File: config.mk
export PLATFORM = sky130hd
export DESIGN_NAME = inst_uart_loader
export DESIGN_NICKNAME = d
export VERILOG_FILES = /design/src/rtl/inst_uart_loader.sv
export SDC_FILE = /design/constraint.sdc
export NUM_CORES = 1
export LEC_CHECK = 0
export BUFFER_PORTS_ARGS = -buffer_cell sky130_fd_sc_hd__buf_4
export CORE_MARGIN = 3
export CORE_UTILIZATION = 55
export CTS_CLUSTER_DIAMETER = 100
export DETAILED_ROUTE_END_ITERATION = 10
export MAX_ROUTING_LAYER = met4
export PLACE_DENSITY = 0.78
export SYNTH_ARGS = -nofsm -noshare
export SYNTH_HDL_FRONTEND = slang
export SYNTH_SLANG_ARGS = --single-unit
File: constraint.sdc
create_clock -name clk -period 6 [get_ports clk]
set_clock_uncertainty 0.05 [all_clocks]
set_input_delay 0.3 -clock clk [delete_from_list [all_inputs] [get_ports clk]]
set_output_delay 0.3 -clock clk [all_outputs]
set_load 0.005 [all_outputs]
File: src/rtl/inst_uart_loader.sv
// inst_uart_loader: receives a UART program image (BE word count, then BE words)
// and writes it word-by-word into the instruction BRAM while the core is in LOAD mode.
module inst_uart_loader #(
  parameter int CLK_PER_HALF_BIT = 434,
  parameter int ADDR_W           = 14
) (
  input  logic              clk,
  input  logic              rstn,
  input  logic [2:0]        mode,
  input  logic              rxd,
  output logic              we,
  output logic [ADDR_W-1:0] waddr,
  output logic [31:0]       wdata,
  output logic [31:0]       word_count,
  output logic              done,
  output logic              err
);
  localparam int          TW    = $clog2(2 * CLK_PER_HALF_BIT);
  localparam logic [TW-1:0] HALF = TW'(CLK_PER_HALF_BIT - 1);
  localparam logic [TW-1:0] FULL = TW'(2 * CLK_PER_HALF_BIT - 1);
  localparam logic [32:0] DEPTH = 33'd1 << ADDR_W;
  localparam logic [2:0]  LOAD  = 3'd1;

  typedef enum logic [1:0] {RX_IDLE, RX_START, RX_DATA, RX_STOP} rx_state_t;
  typedef enum logic [1:0] {LD_WAIT, LD_HEADER, LD_PAYLOAD, LD_FINISH} ld_state_t;

  rx_state_t         rx_state_q, rx_state_d;
  ld_state_t         ld_state_q, ld_state_d;
  logic              rx_meta_q, rx_sync_q, rx_prev_q;
  logic [TW-1:0]     tmr_q, tmr_d;
  logic [2:0]        bit_cnt_q, bit_cnt_d;
  logic [7:0]        shreg_q, shreg_d;
  logic              byte_valid_q, byte_valid_d;
  logic              ferr, tick;
  logic [1:0]        byte_idx_q, byte_idx_d;
  logic [31:0]       word_count_q, word_count_d, wdata_q, wdata_d, hdr_n;
  logic [ADDR_W-1:0] waddr_q, waddr_d;
  logic              we_q, we_d, done_q, done_d, err_q, err_d;

  assign tick  = (tmr_q == '0);
  assign hdr_n = {word_count_q[23:0], shreg_q};

  always_comb begin
    rx_state_d   = rx_state_q;
    tmr_d        = tmr_q;
    bit_cnt_d    = bit_cnt_q;
    shreg_d      = shreg_q;
    byte_valid_d = 1'b0;
    ferr         = 1'b0;
    case (rx_state_q)
      RX_IDLE: if (rx_prev_q && !rx_sync_q) begin
        rx_state_d = RX_START;
        tmr_d      = HALF;
      end
      RX_START: if (tick) begin
        rx_state_d = rx_sync_q ? RX_IDLE : RX_DATA;
        tmr_d      = FULL;
        bit_cnt_d  = 3'd0;
      end else tmr_d = tmr_q - TW'(1);
      RX_DATA: if (tick) begin
        shreg_d    = {rx_sync_q, shreg_q[7:1]};
        bit_cnt_d  = bit_cnt_q + 3'd1;
        tmr_d      = FULL;
        rx_state_d = (bit_cnt_q == 3'd7) ? RX_STOP : RX_DATA;
      end else tmr_d = tmr_q - TW'(1);
      RX_STOP: if (tick) begin
        byte_valid_d = rx_sync_q;
        ferr         = !rx_sync_q;
        rx_state_d   = RX_IDLE;
      end else tmr_d = tmr_q - TW'(1);
    endcase
  end

  always_comb begin
    ld_state_d   = ld_state_q;
    byte_idx_d   = byte_idx_q;
    word_count_d = word_count_q;
    wdata_d      = wdata_q;
    waddr_d      = waddr_q;
    we_d         = 1'b0;
    err_d        = err_q | ferr;
    case (ld_state_q)
      LD_WAIT: if (mode == LOAD) begin
        ld_state_d = LD_HEADER;
        byte_idx_d = 2'd0;
      end
      LD_HEADER: if (mode != LOAD) begin
        ld_state_d = LD_WAIT;
        byte_idx_d = 2'd0;
      end else if (byte_valid_q) begin
        word_count_d = hdr_n;
        byte_idx_d   = byte_idx_q + 2'd1;
        if (byte_idx_q == 2'd3) begin
          if (hdr_n == '0) ld_state_d = LD_FINISH;
          else if ({1'b0, hdr_n} > DEPTH) begin
            err_d      = 1'b1;
            ld_state_d = LD_FINISH;
          end else begin
            ld_state_d = LD_PAYLOAD;
            waddr_d    = '0;
          end
        end
      end
      LD_PAYLOAD: if (mode != LOAD) begin
        ld_state_d = LD_WAIT;
        byte_idx_d = 2'd0;
        wdata_d    = '0;
      end else if (we_q) begin
        // the final word leaves waddr pointing at itself
        if (32'(waddr_q) == word_count_q - 32'd1) ld_state_d = LD_FINISH;
        else waddr_d = waddr_q + ADDR_W'(1);
      end else if (byte_valid_q) begin
        wdata_d    = {wdata_q[23:0], shreg_q};
        byte_idx_d = byte_idx_q + 2'd1;
        we_d       = (byte_idx_q == 2'd3);
      end
      LD_FINISH: ld_state_d = LD_FINISH;
    endcase
    done_d = done_q | (ld_state_d == LD_FINISH);
  end

  always_ff @(posedge clk) begin
    if (!rstn) begin
      rx_meta_q    <= 1'b1;
      rx_sync_q    <= 1'b1;
      rx_prev_q    <= 1'b1;
      rx_state_q   <= RX_IDLE;
      tmr_q        <= '0;
      bit_cnt_q    <= '0;
      shreg_q      <= '0;
      byte_valid_q <= 1'b0;
      ld_state_q   <= LD_WAIT;
      byte_idx_q   <= '0;
      word_count_q <= '0;
      wdata_q      <= '0;
      waddr_q      <= '0;
      we_q         <= 1'b0;
      done_q       <= 1'b0;
      err_q        <= 1'b0;
    end else begin
      rx_meta_q    <= rxd;
      rx_sync_q    <= rx_meta_q;
      rx_prev_q    <= rx_sync_q;
      rx_state_q   <= rx_state_d;
      tmr_q        <= tmr_d;
      bit_cnt_q    <= bit_cnt_d;
      shreg_q      <= shreg_d;
      byte_valid_q <= byte_valid_d;
      ld_state_q   <= ld_state_d;
      byte_idx_q   <= byte_idx_d;
      word_count_q <= word_count_d;
      wdata_q      <= wdata_d;
      waddr_q      <= waddr_d;
      we_q         <= we_d;
      done_q       <= done_d;
      err_q        <= err_d;
    end
  end

  assign we         = we_q;
  assign waddr      = waddr_q;
  assign wdata      = wdata_q;
  assign word_count = word_count_q;
  assign done       = done_q;
  assign err        = err_q;
endmodule

# --- Yosys cells after proc, flatten, opt, wreduce, memory -nomap -nowiden ---
# Index checks and enable logic that the tools add are counted.
totals:
  reg_bits: 112
  latchBits: 0
  ramBits: 0
  mem_bits_ro: 0
  input_bits: 6
  out_inout_bits: 81
  memories: 0
op_classes:
  n_addsub: 5
  mul: 0
  n_div: 0
  n_lt_le_gt_ge: 1
  eq_ne: 28
  shifts: 0
  muxes: 50
  bitwise_logic: 6
  n_reduce_logical: 21
op_table:
  columns: ["operator", "n"]
  rows:
  - ["14-bit 2-to-1 mux", 8]
  - ["32-bit 2-to-1 mux", 3]
  - ["2-bit 2-to-1 mux", 17]
  - ["14-bit by 32-bit equality test with 1-bit output", 1]
  - ["32-bit by 15-bit > comparator with 1-bit output, second input constant", 1]
  - ["32-bit logical NOT", 1]
  - ["32-bit by 1-bit subtractor with 32-bit output, second input constant", 1]
  - ["10-bit 2-to-1 mux", 3]
  - ["10-bit one-hot mux with 3 select lines", 1]
  - ["2-bit != test, second input constant", 14]
  - ["14-bit one-hot mux with 2 select lines", 1]
  - ["2-bit one-hot mux with 4 select lines", 2]
  - ["3-bit AND reduction", 5]
  - ["14-bit by 1-bit adder with 14-bit output, second input constant", 1]
  - ["2-bit equality test, second input constant", 6]
  - ["1-bit 2-to-1 mux", 11]
  - ["10-bit logical NOT", 1]
  - ["10-bit by 1-bit subtractor with 10-bit output, second input constant", 1]
  - ["9-bit AND reduction", 1]
  - ["3-bit 2-to-1 mux", 2]
  - ["2-bit one-hot mux with 3 select lines", 1]
  - ["3-bit one-hot mux with 2 select lines", 1]
  - ["2-bit nonzero test", 3]
  - ["5-bit OR reduction", 1]
  - ["17 further kinds", 24]

# --- Longest topological paths before layout ---
# Gate-level depths: netlist of run 1.
depth:
  ltp_word: 10
  ltp_mapped: 11

# --- Worst setup path before layout of run 1 ---
# Ideal clock, no wire load.
synth_timing:
  path_type: "flip-flop to flip-flop"
  startpoint: "register word_count_q[0], in the netlist word_count[0]"
  endpoint: "register waddr_q[13], in the netlist waddr[13]"
  setup_time_ns: 0.072
  t_arrival_ns: 2.992
  path_slack_ns: 2.885
  path_stages_with_launch: 11
  path_buffers: 0
  cell_sequence: "dfxtp_1 inv_1 ha_1 nor3b_2 a41oi_2 nor4b_4 o2111ai_2 a221o_1 a41o_2 or4_1 a21oi_1"
synth_via:
  elab_chain_len: 4
  elab_cells_between_ends: 8
  cone_classes: "add/sub: 1; order compare: 1; eq/ne: 4; reduce/logical: 2"
synth_rtl:
  columns: ["item", "line_no", "source"]
  rows:
  - ["start: declaration", "36", "logic [31:0] word_count_q, word_count_d, wdata_q, wdata_d, hdr_n;"]
  - ["start signal: assignment", "151", "word_count_q <= word_count_d;"]
  - ["32-bit by 1-bit subtractor with 32-bit output", "110", "if (32'(waddr_q) == word_count_q - 32'd1) ld_state_d = LD_FINISH;"]
  - ["14-bit by 32-bit equality test with 1-bit output", "110", null]
  - ["2-bit != test (no line)", null, null]
  - ["9-bit AND reduction (no line) (*)", null, null]
  - ["end signal: assignment", "153", "waddr_q <= waddr_d;"]
  - ["end: declaration", "37", "logic [ADDR_W-1:0] waddr_q, waddr_d;"]
# Mark *: on every way between the ends. The rest lies on a longest branch, timed or not.
# A chain may end at the register's enable or synchronous reset.

# --- Worst setup path in the final report of run 1 ---
# Same ends and word-level chain as after synthesis.

==> impl_metrics.py, run 1 <==
metrics = {
    "clock_tree": {
        "hold_buffers": 0,
        "cts_sinks": 112,
        "cts_inserted_buffers": 9,
        "cts_htree_levels": 3,
        "clock-root-buffer": "clkbuf_8",
        "cts_setup_buffers": 0,
        "clock_path_buffers": 2,
        "cts_tree": "yes",
        "clk_latency_ns": 0.38,
        "cts-resized-gates": 0,
        "clk_pin_slew_ns": 0.12,
    },
    "finish": {
        "finalNonFillerCells": 889,
        "seq_area_mm2": 0.00224,
        "nets": 773,
        "n_antenna_cell": 0,
        "drive_gt1_frac": 0.169,
        "fillers": 866,
        "multi_input_area_mm2": 0.00310,
        "final_common_cell": "nand2_1",
        "synthToLayoutAreaGrowth_pct": 16.2,
        "final_cell_mix": "nand2_1, dfxtp_1, buf_4",
    },
    "drt": {
        "drt_iter0_drc": 356,
        "ant_nets": 0,
        "drt_pass1_iterations": 5,
        "drc": 0,
        "wl_um": 14400,
        "vias_per_cell": 5.87,
        "routed-via-count": 5221,
        "wl_per_cell_um": 16.1,
    },
    "die": {
        "rows": 36,
        "die_w_um": 107,
        "dieArea_mm2": 0.0114,
        "core_mm2": 0.00982,
        "start_util": 0.567,
        "die_y_um": 107,
        "ioPinCount": 87,
    },
    "global_routing": {
        "antenna_found_initial": 0,
        "grt_pass1_vias": 4918,
        "overflow": 0,
        "grt_max_degree": 53,
        "grt_pass1_wl_um": 23900,
        "track_usage": 0.261,
    },
    "timing": {
        "worst_pin_slew_ns": 1.17,
        "slew_violations": 0,
        "clock.fmax_mhz": 283,
        "final-setup-viol-count": 0,
        "whs_ns": 0.0582,
        "period_needed_ns": 3.53,
        "slew-limit-headroom": 0.220,
        "fin_crit_sh": 0.589,
        "rsz0062_at_grt": "false",
        "fin_tns_setup_ns": 0,
        "finalHoldViolations": 0,
    },
    "placed_design": {
        "dp_cells": 873,
        "dp.final_hpwl_um": 10100,
        "gp_congestion": 1.00,
        "port_buffers": 86,
    },
    "critical_path": {
        "critPathMaxFanout": 8,
        "reg2regPathDepth": 10,
        "crit_path_top_delay_cell": "or4_1",
        "critPathBufInv": 1,
        "path_cells": "inv_1 -> ha_1 -> nor3b_2 -> a41oi_2 -> nor4b_4 -> o2111ai_2 -> a221o_1 -> a41o_2 -> or4_1 -> a21oi_1",
        "path_class": "reg -> reg",
        "start_kind": "flip-flop",
        "critPathArrivalTime_ns": 3.78,
        "worst-path-stages": 10,
        "end_kind": "flip-flop",
        "critPathTopFamily": "simple AND/OR/NAND/NOR gates",
        "crit_required_ns": 6.25,
        "critPathMaxStageDelay_ns": 0.50,
    },
    "logic_synthesis": {
        "synth_seq_cells": 112,
        "syn-num-nets": 710,
        "synth_cell_types": 60,
        "ys_seq_area_frac": 0.403,
        "syn_inst": 688,
        "syn-cell-area_mm2": 0.00557,
        "synthFlopType": "dfxtp_1",
        "ys_warn_count": 0,
        "synth_edf_count": 0,
        "synthArstFlopShare": 0,
        "postSynthAreaPerCell_um2": 8.09,
    },
    "power": {
        "sw_frac_of_total": 0.302,
        "worst_ir_drop_vdd_v": 0.000215,
        "power.internal_uw": 982,
        "p_clk_frac": 0.341,
        "p_leak_uw": 0.00256,
        "p_comb_frac": 0.114,
        "p_sw_uw": 425,
        "power-per-cell-area_mw_per_mm2": 217,
        "p_seq_frac": 0.545,
    },
    "hold_path": {
        "hp-class": "in -> reg",
        "min_path_cells": 2,
    },
    "outcome": {
        "status": "complete, no violations",
    },
    "job": {
        "cap_violations": 0,
    },
}
-- sequential cells by signal (all words and copies together), names as in the netlist, named ones only --
register and cells:
byte_valid_q 1, err 1, we 1, rx_sync_q 1, rx_prev_q 1, byte_idx_q 2, rx_state_q 1, tmr_q 10
done 1, word_count 32, ld_state_q 2, bit_cnt_q 3, rx_meta_q 1, shreg_q 8, waddr 14, wdata 32
-- area by class of cell --
class,count,area share
Clock buffer,9,0.0192
Timing Repair Buffer,90,0.104
Sequential cell,112,0.347
Multi-Input combinational cell,521,0.480
Clock inverter,7,0.0145
Tap cell,133,0.0257
Inverter,17,0.00987
-- worst register-to-register path, cell delays in order, from the launching register on --
cell	delay [ns]
dfxtp_1	0.42
inv_1	0.12
ha_1	0.18
nor3b_2	0.49
a41oi_2	0.24
nor4b_4	0.37
o2111ai_2	0.21
a221o_1	0.43
a41o_2	0.31
or4_1	0.51
a21oi_1	0.15
-- kinds of logic (layout without fill, tap and decap cells) --
family | Yosys count | count (layout) | synth area share
and+or+nand+nor | 311 | 311 | 0.282
AOI/OAI and AO/OA | 166 | 166 | 0.193
xor gates and xnor gates | 24 | 24 | 0.0378
muxes | 4 | 4 | 0.00719
buffers and inverters | 55 | 123 | 0.0414
adders and majority gates | 16 | 16 | 0.0360
DFF | 112 | 112 | 0.403
-- per-layer routing --
layer | part of all wire | GRT usage | wire, um | vias to the layer above
met5 | 0 | - | 0 | -
met4 | 0.021 | 0.0858 | 298 | 0
met3 | 0.048 | 0.0343 | 695 | 23
met2 | 0.49 | 0.429 | 7070 | 162
met1 | 0.44 | 0.336 | 6290 | 2458
li1 | - | - | - | 2578
-- synthesized netlist by cell type (9+ instances only) --
cell      number  area (um2)
nand2_1      117         439
dfxtp_1      112        2240
nor2_1        71         267
a21oi_1       59         295
a22oi_1       37         278
clkbuf_1      31         116
o21ai_0       25         125
nand3_1       22         110
nor3_1        21         105
ha_1          16         200
inv_1         16        60.1
xnor2_1       14         123
nand4_1       12        75.1
nand2b_1      11        68.8
xor2_1        10        87.6
nor4_1         9        56.3
-- path summary, 6_finish.rpt --
path	to	slack, ns	start
worst min-delay path	rx_meta_q$_SDFF_PN1_	0.06	rxd
worst max-delay path	waddr[13]$_SDFFE_PN0P_	2.47	word_count[0]$_SDFFE_PN0P_
worst min register to register	rx_sync_q$_SDFF_PN1_	0.37	rx_meta_q$_SDFF_PN1_
worst max register to register	waddr[13]$_SDFFE_PN0P_	2.47	word_count[0]$_SDFFE_PN0P_
-- power by group through the flow --
stage	Sequential (uW)	Clock (uW)	Combinational (uW)
final	766	479	160
after CTS	766	487	160
after detailed placement	783	0	159
after global routing	769	517	185
after global placement	782	0	157
after floorplan	780	0	124
-- through the flow --
stage / utilization / worst slack [ns] / power (uW) / area, um2
2_1_floorplan: - / 2.89 / 904 / 5570
3_3_place_gp: 0.636 / 2.63 / 939 / 6250
3_5_place_dp: 0.636 / 2.53 / 942 / 6250
4_1_cts: 0.659 / 2.49 / 1410 / 6470
5_1_grt: 0.659 / 2.20 / 1470 / 6470
6_report: 0.659 / 2.47 / 1410 / 6470
Note: power is estimated with default switching activity, not from simulation.
==> run 2: changes to the inputs <==
--- a/config.mk
+++ b/config.mk
@@ -7,11 +7,11 @@
 export LEC_CHECK = 0
 export BUFFER_PORTS_ARGS = -buffer_cell sky130_fd_sc_hd__buf_4
 export CORE_MARGIN = 3
-export CORE_UTILIZATION = 55
+export CORE_UTILIZATION = 51
 export CTS_CLUSTER_DIAMETER = 100
 export DETAILED_ROUTE_END_ITERATION = 10
 export MAX_ROUTING_LAYER = met4
-export PLACE_DENSITY = 0.78
+export PLACE_DENSITY = 0.76
 export SYNTH_ARGS = -nofsm -noshare
 export SYNTH_HDL_FRONTEND = slang
 export SYNTH_SLANG_ARGS = --single-unit
==> constraint.sdc (replaced) <==
create_clock -name clk -period 3 [get_ports clk]
set_clock_uncertainty 0.05 [all_clocks]
set_input_delay 0.15 -clock clk [delete_from_list [all_inputs] [get_ports clk]]
set_output_delay 0.15 -clock clk [all_outputs]
set_load 0.005 [all_outputs]
==> impl_metrics.py, run 2 (synthesis results as in run 1) <==
metrics = {
    "finish": {
        "stdcell_area_mm2": 0.00698,
        "drive_gt1_frac": 0.237,
        "final_common_cell": "buf_4",
        "finalNonFillerCells": 946,
        "fillers": 931,
        "nets": 827,
        "seq_area_mm2": 0.00225,
        "synthToLayoutAreaGrowth_pct": 25.3,
        "multi_input_area_mm2": 0.00316,
        "utilization": 0.667,
        "final_cell_mix": "buf_4, nand2_1, dfxtp_1",
        "n_antenna_cell": 0,
    },
    "timing": {
        "period_needed_ns": 2.98,
        "slew-limit-headroom": 0.563,
        "finalHoldViolations": 0,
        "clock.fmax_mhz": 336,
        "worst_pin_slew_ns": 0.649,
        "final-setup-viol-count": 0,
        "slew_violations": 0,
        "fin_crit_sh": 0.993,
        "rsz0062_at_grt": "true",
        "whs_ns": 0.183,
    },
    "critical_path": {
        "start_kind": "flip-flop",
        "path_class": "reg -> reg",
        "crit_start": "word_count[19]$_SDFFE_PN0P_",
        "crit_path_end": "waddr[13]$_SDFFE_PN0P_",
        "reg2regPathDepth": 9,
        "critPathArrivalTime_ns": 3.25,
        "critPathMaxFanout": 4,
        "r2r_start": "word_count[19]$_SDFFE_PN0P_",
        "crit_required_ns": 3.27,
        "r2r-end": "waddr[13]$_SDFFE_PN0P_",
        "regToRegSetupSlack_ns": 0.02,
        "end_kind": "flip-flop",
    },
    "clock_tree": {
        "clk_pin_slew_ns": 0.11,
        "cts_sinks": 112,
        "cts_htree_levels": 3,
        "cts_inserted_buffers": 9,
        "clk_latency_ns": 0.39,
        "clock_path_buffers": 2,
        "clock-root-buffer": "clkbuf_8",
        "cts_tree": "yes",
    },
    "die": {
        "die_y_um": 110,
        "core_mm2": 0.0105,
        "ioPinCount": 87,
        "die_w_um": 110,
        "dieArea_mm2": 0.0122,
        "rows": 37,
        "start_util": 0.532,
    },
    "hold_path": {
        "hp-class": "in -> reg",
        "min_from": "mode[1]",
    },
    "placed_design": {
        "dp_cells": 920,
        "gp_congestion": 0.923,
        "placed_area_mm2": 0.00659,
        "dp.final_hpwl_um": 11100,
        "port_buffers": 86,
    },
    "global_routing": {
        "overflow": 0,
        "antenna_found_initial": 0,
        "grt_max_degree": 35,
        "track_usage": 0.258,
        "grt_pass1_wl_um": 26000,
        "grt_pass1_vias": 5288,
    },
    "drt": {
        "wl_um": 15600,
        "drc": 0,
        "routed-via-count": 5549,
        "wl_per_cell_um": 16.5,
        "vias_per_cell": 5.87,
        "ant_nets": 0,
        "drt_iter0_drc": 487,
        "drt_pass1_iterations": 5,
    },
    "outcome": {
        "status": "complete, no violations",
    },
    "job": {
        "cap_violations": 0,
    },
    "power": {
        "worst_ir_drop_vdd_v": 0.000366,
        "p_leak_uw": 0.00287,
        "power-per-cell-area_mw_per_mm2": 417,
        "power_uw": 2910,
    },
}
run 2: power breakdown:
| part | total [uW] | switching [uW] | internal (uW) |
|---|---|---|---|
| clock | 1040 | 556 | 487 |
| combinational | 338 | 228 | 110 |
| sequential | 1530 | 22.6 | 1510 |
| total | 2910 | 806 | 2110 |
run 2: critical path: stages, from the launching register on:
cell and delay (ns):
dfxtp_1 0.32, or2_1 0.24, or4_4 0.45, buf_6 0.15, nor4b_4 0.26, o2111ai_2 0.18, a221o_1 0.33, a41o_2 0.27
or4_4 0.51, a21oi_2 0.14
run 2: final cells by class:
class	instances	area share
multi-input combinational	521	0.453
sequential	112	0.322
tap	136	0.0244
timing repair buffer	144	0.157
inverter	17	0.00915
clock buffer	9	0.0178
clock inverter	7	0.0167
run 2: per-stage QoR:
step	setup slack [ns]	setup TNS, ns
2_1_floorplan	0.00836	0
3_3_place_gp	0.0525	0
3_5_place_dp	-0.0137	-0.0137
4_1_cts	-0.00192	-0.00192
5_1_grt	-0.00938	-0.00938
6_report	0.0209	0
run 2: per-layer routing:
metal | vias to the layer above | global-route usage | share of wire
li1 | 2696 | - | -
met1 | 2635 | 0.312 | 0.43
met2 | 186 | 0.436 | 0.50
met3 | 32 | 0.0460 | 0.054
met4 | 0 | 0.0862 | 0.023
met5 | - | - | 0
run 2: worst min-delay path by stage:
| stage | endpoint | depth (start not counted) |
|---|---|---|
| final | byte_idx_q[1]$_SDFFE_PN0P_ | 5 |
| after global routing | byte_idx_q[0]$_SDFFE_PN0P_ | 5 |
| after CTS | byte_idx_q[1]$_SDFFE_PN0P_ | 5 |
| after detailed placement | rx_meta_q$_SDFF_PN1_ | 2 |
| after global placement | rx_meta_q$_SDFF_PN1_ | 2 |
| after floorplan | rx_meta_q$_SDFF_PN1_ | 1 |
run 2: timing repair:
action | 4_1_cts | 5_1_grt
gates resized for setup | 4 | 13
pin swaps | 4 | 6
hold endpoints to repair | 3 | 0
setup buffers | 3 | 4
setup endpoints to repair | 1 | 13
hold buffers | 3 | 0
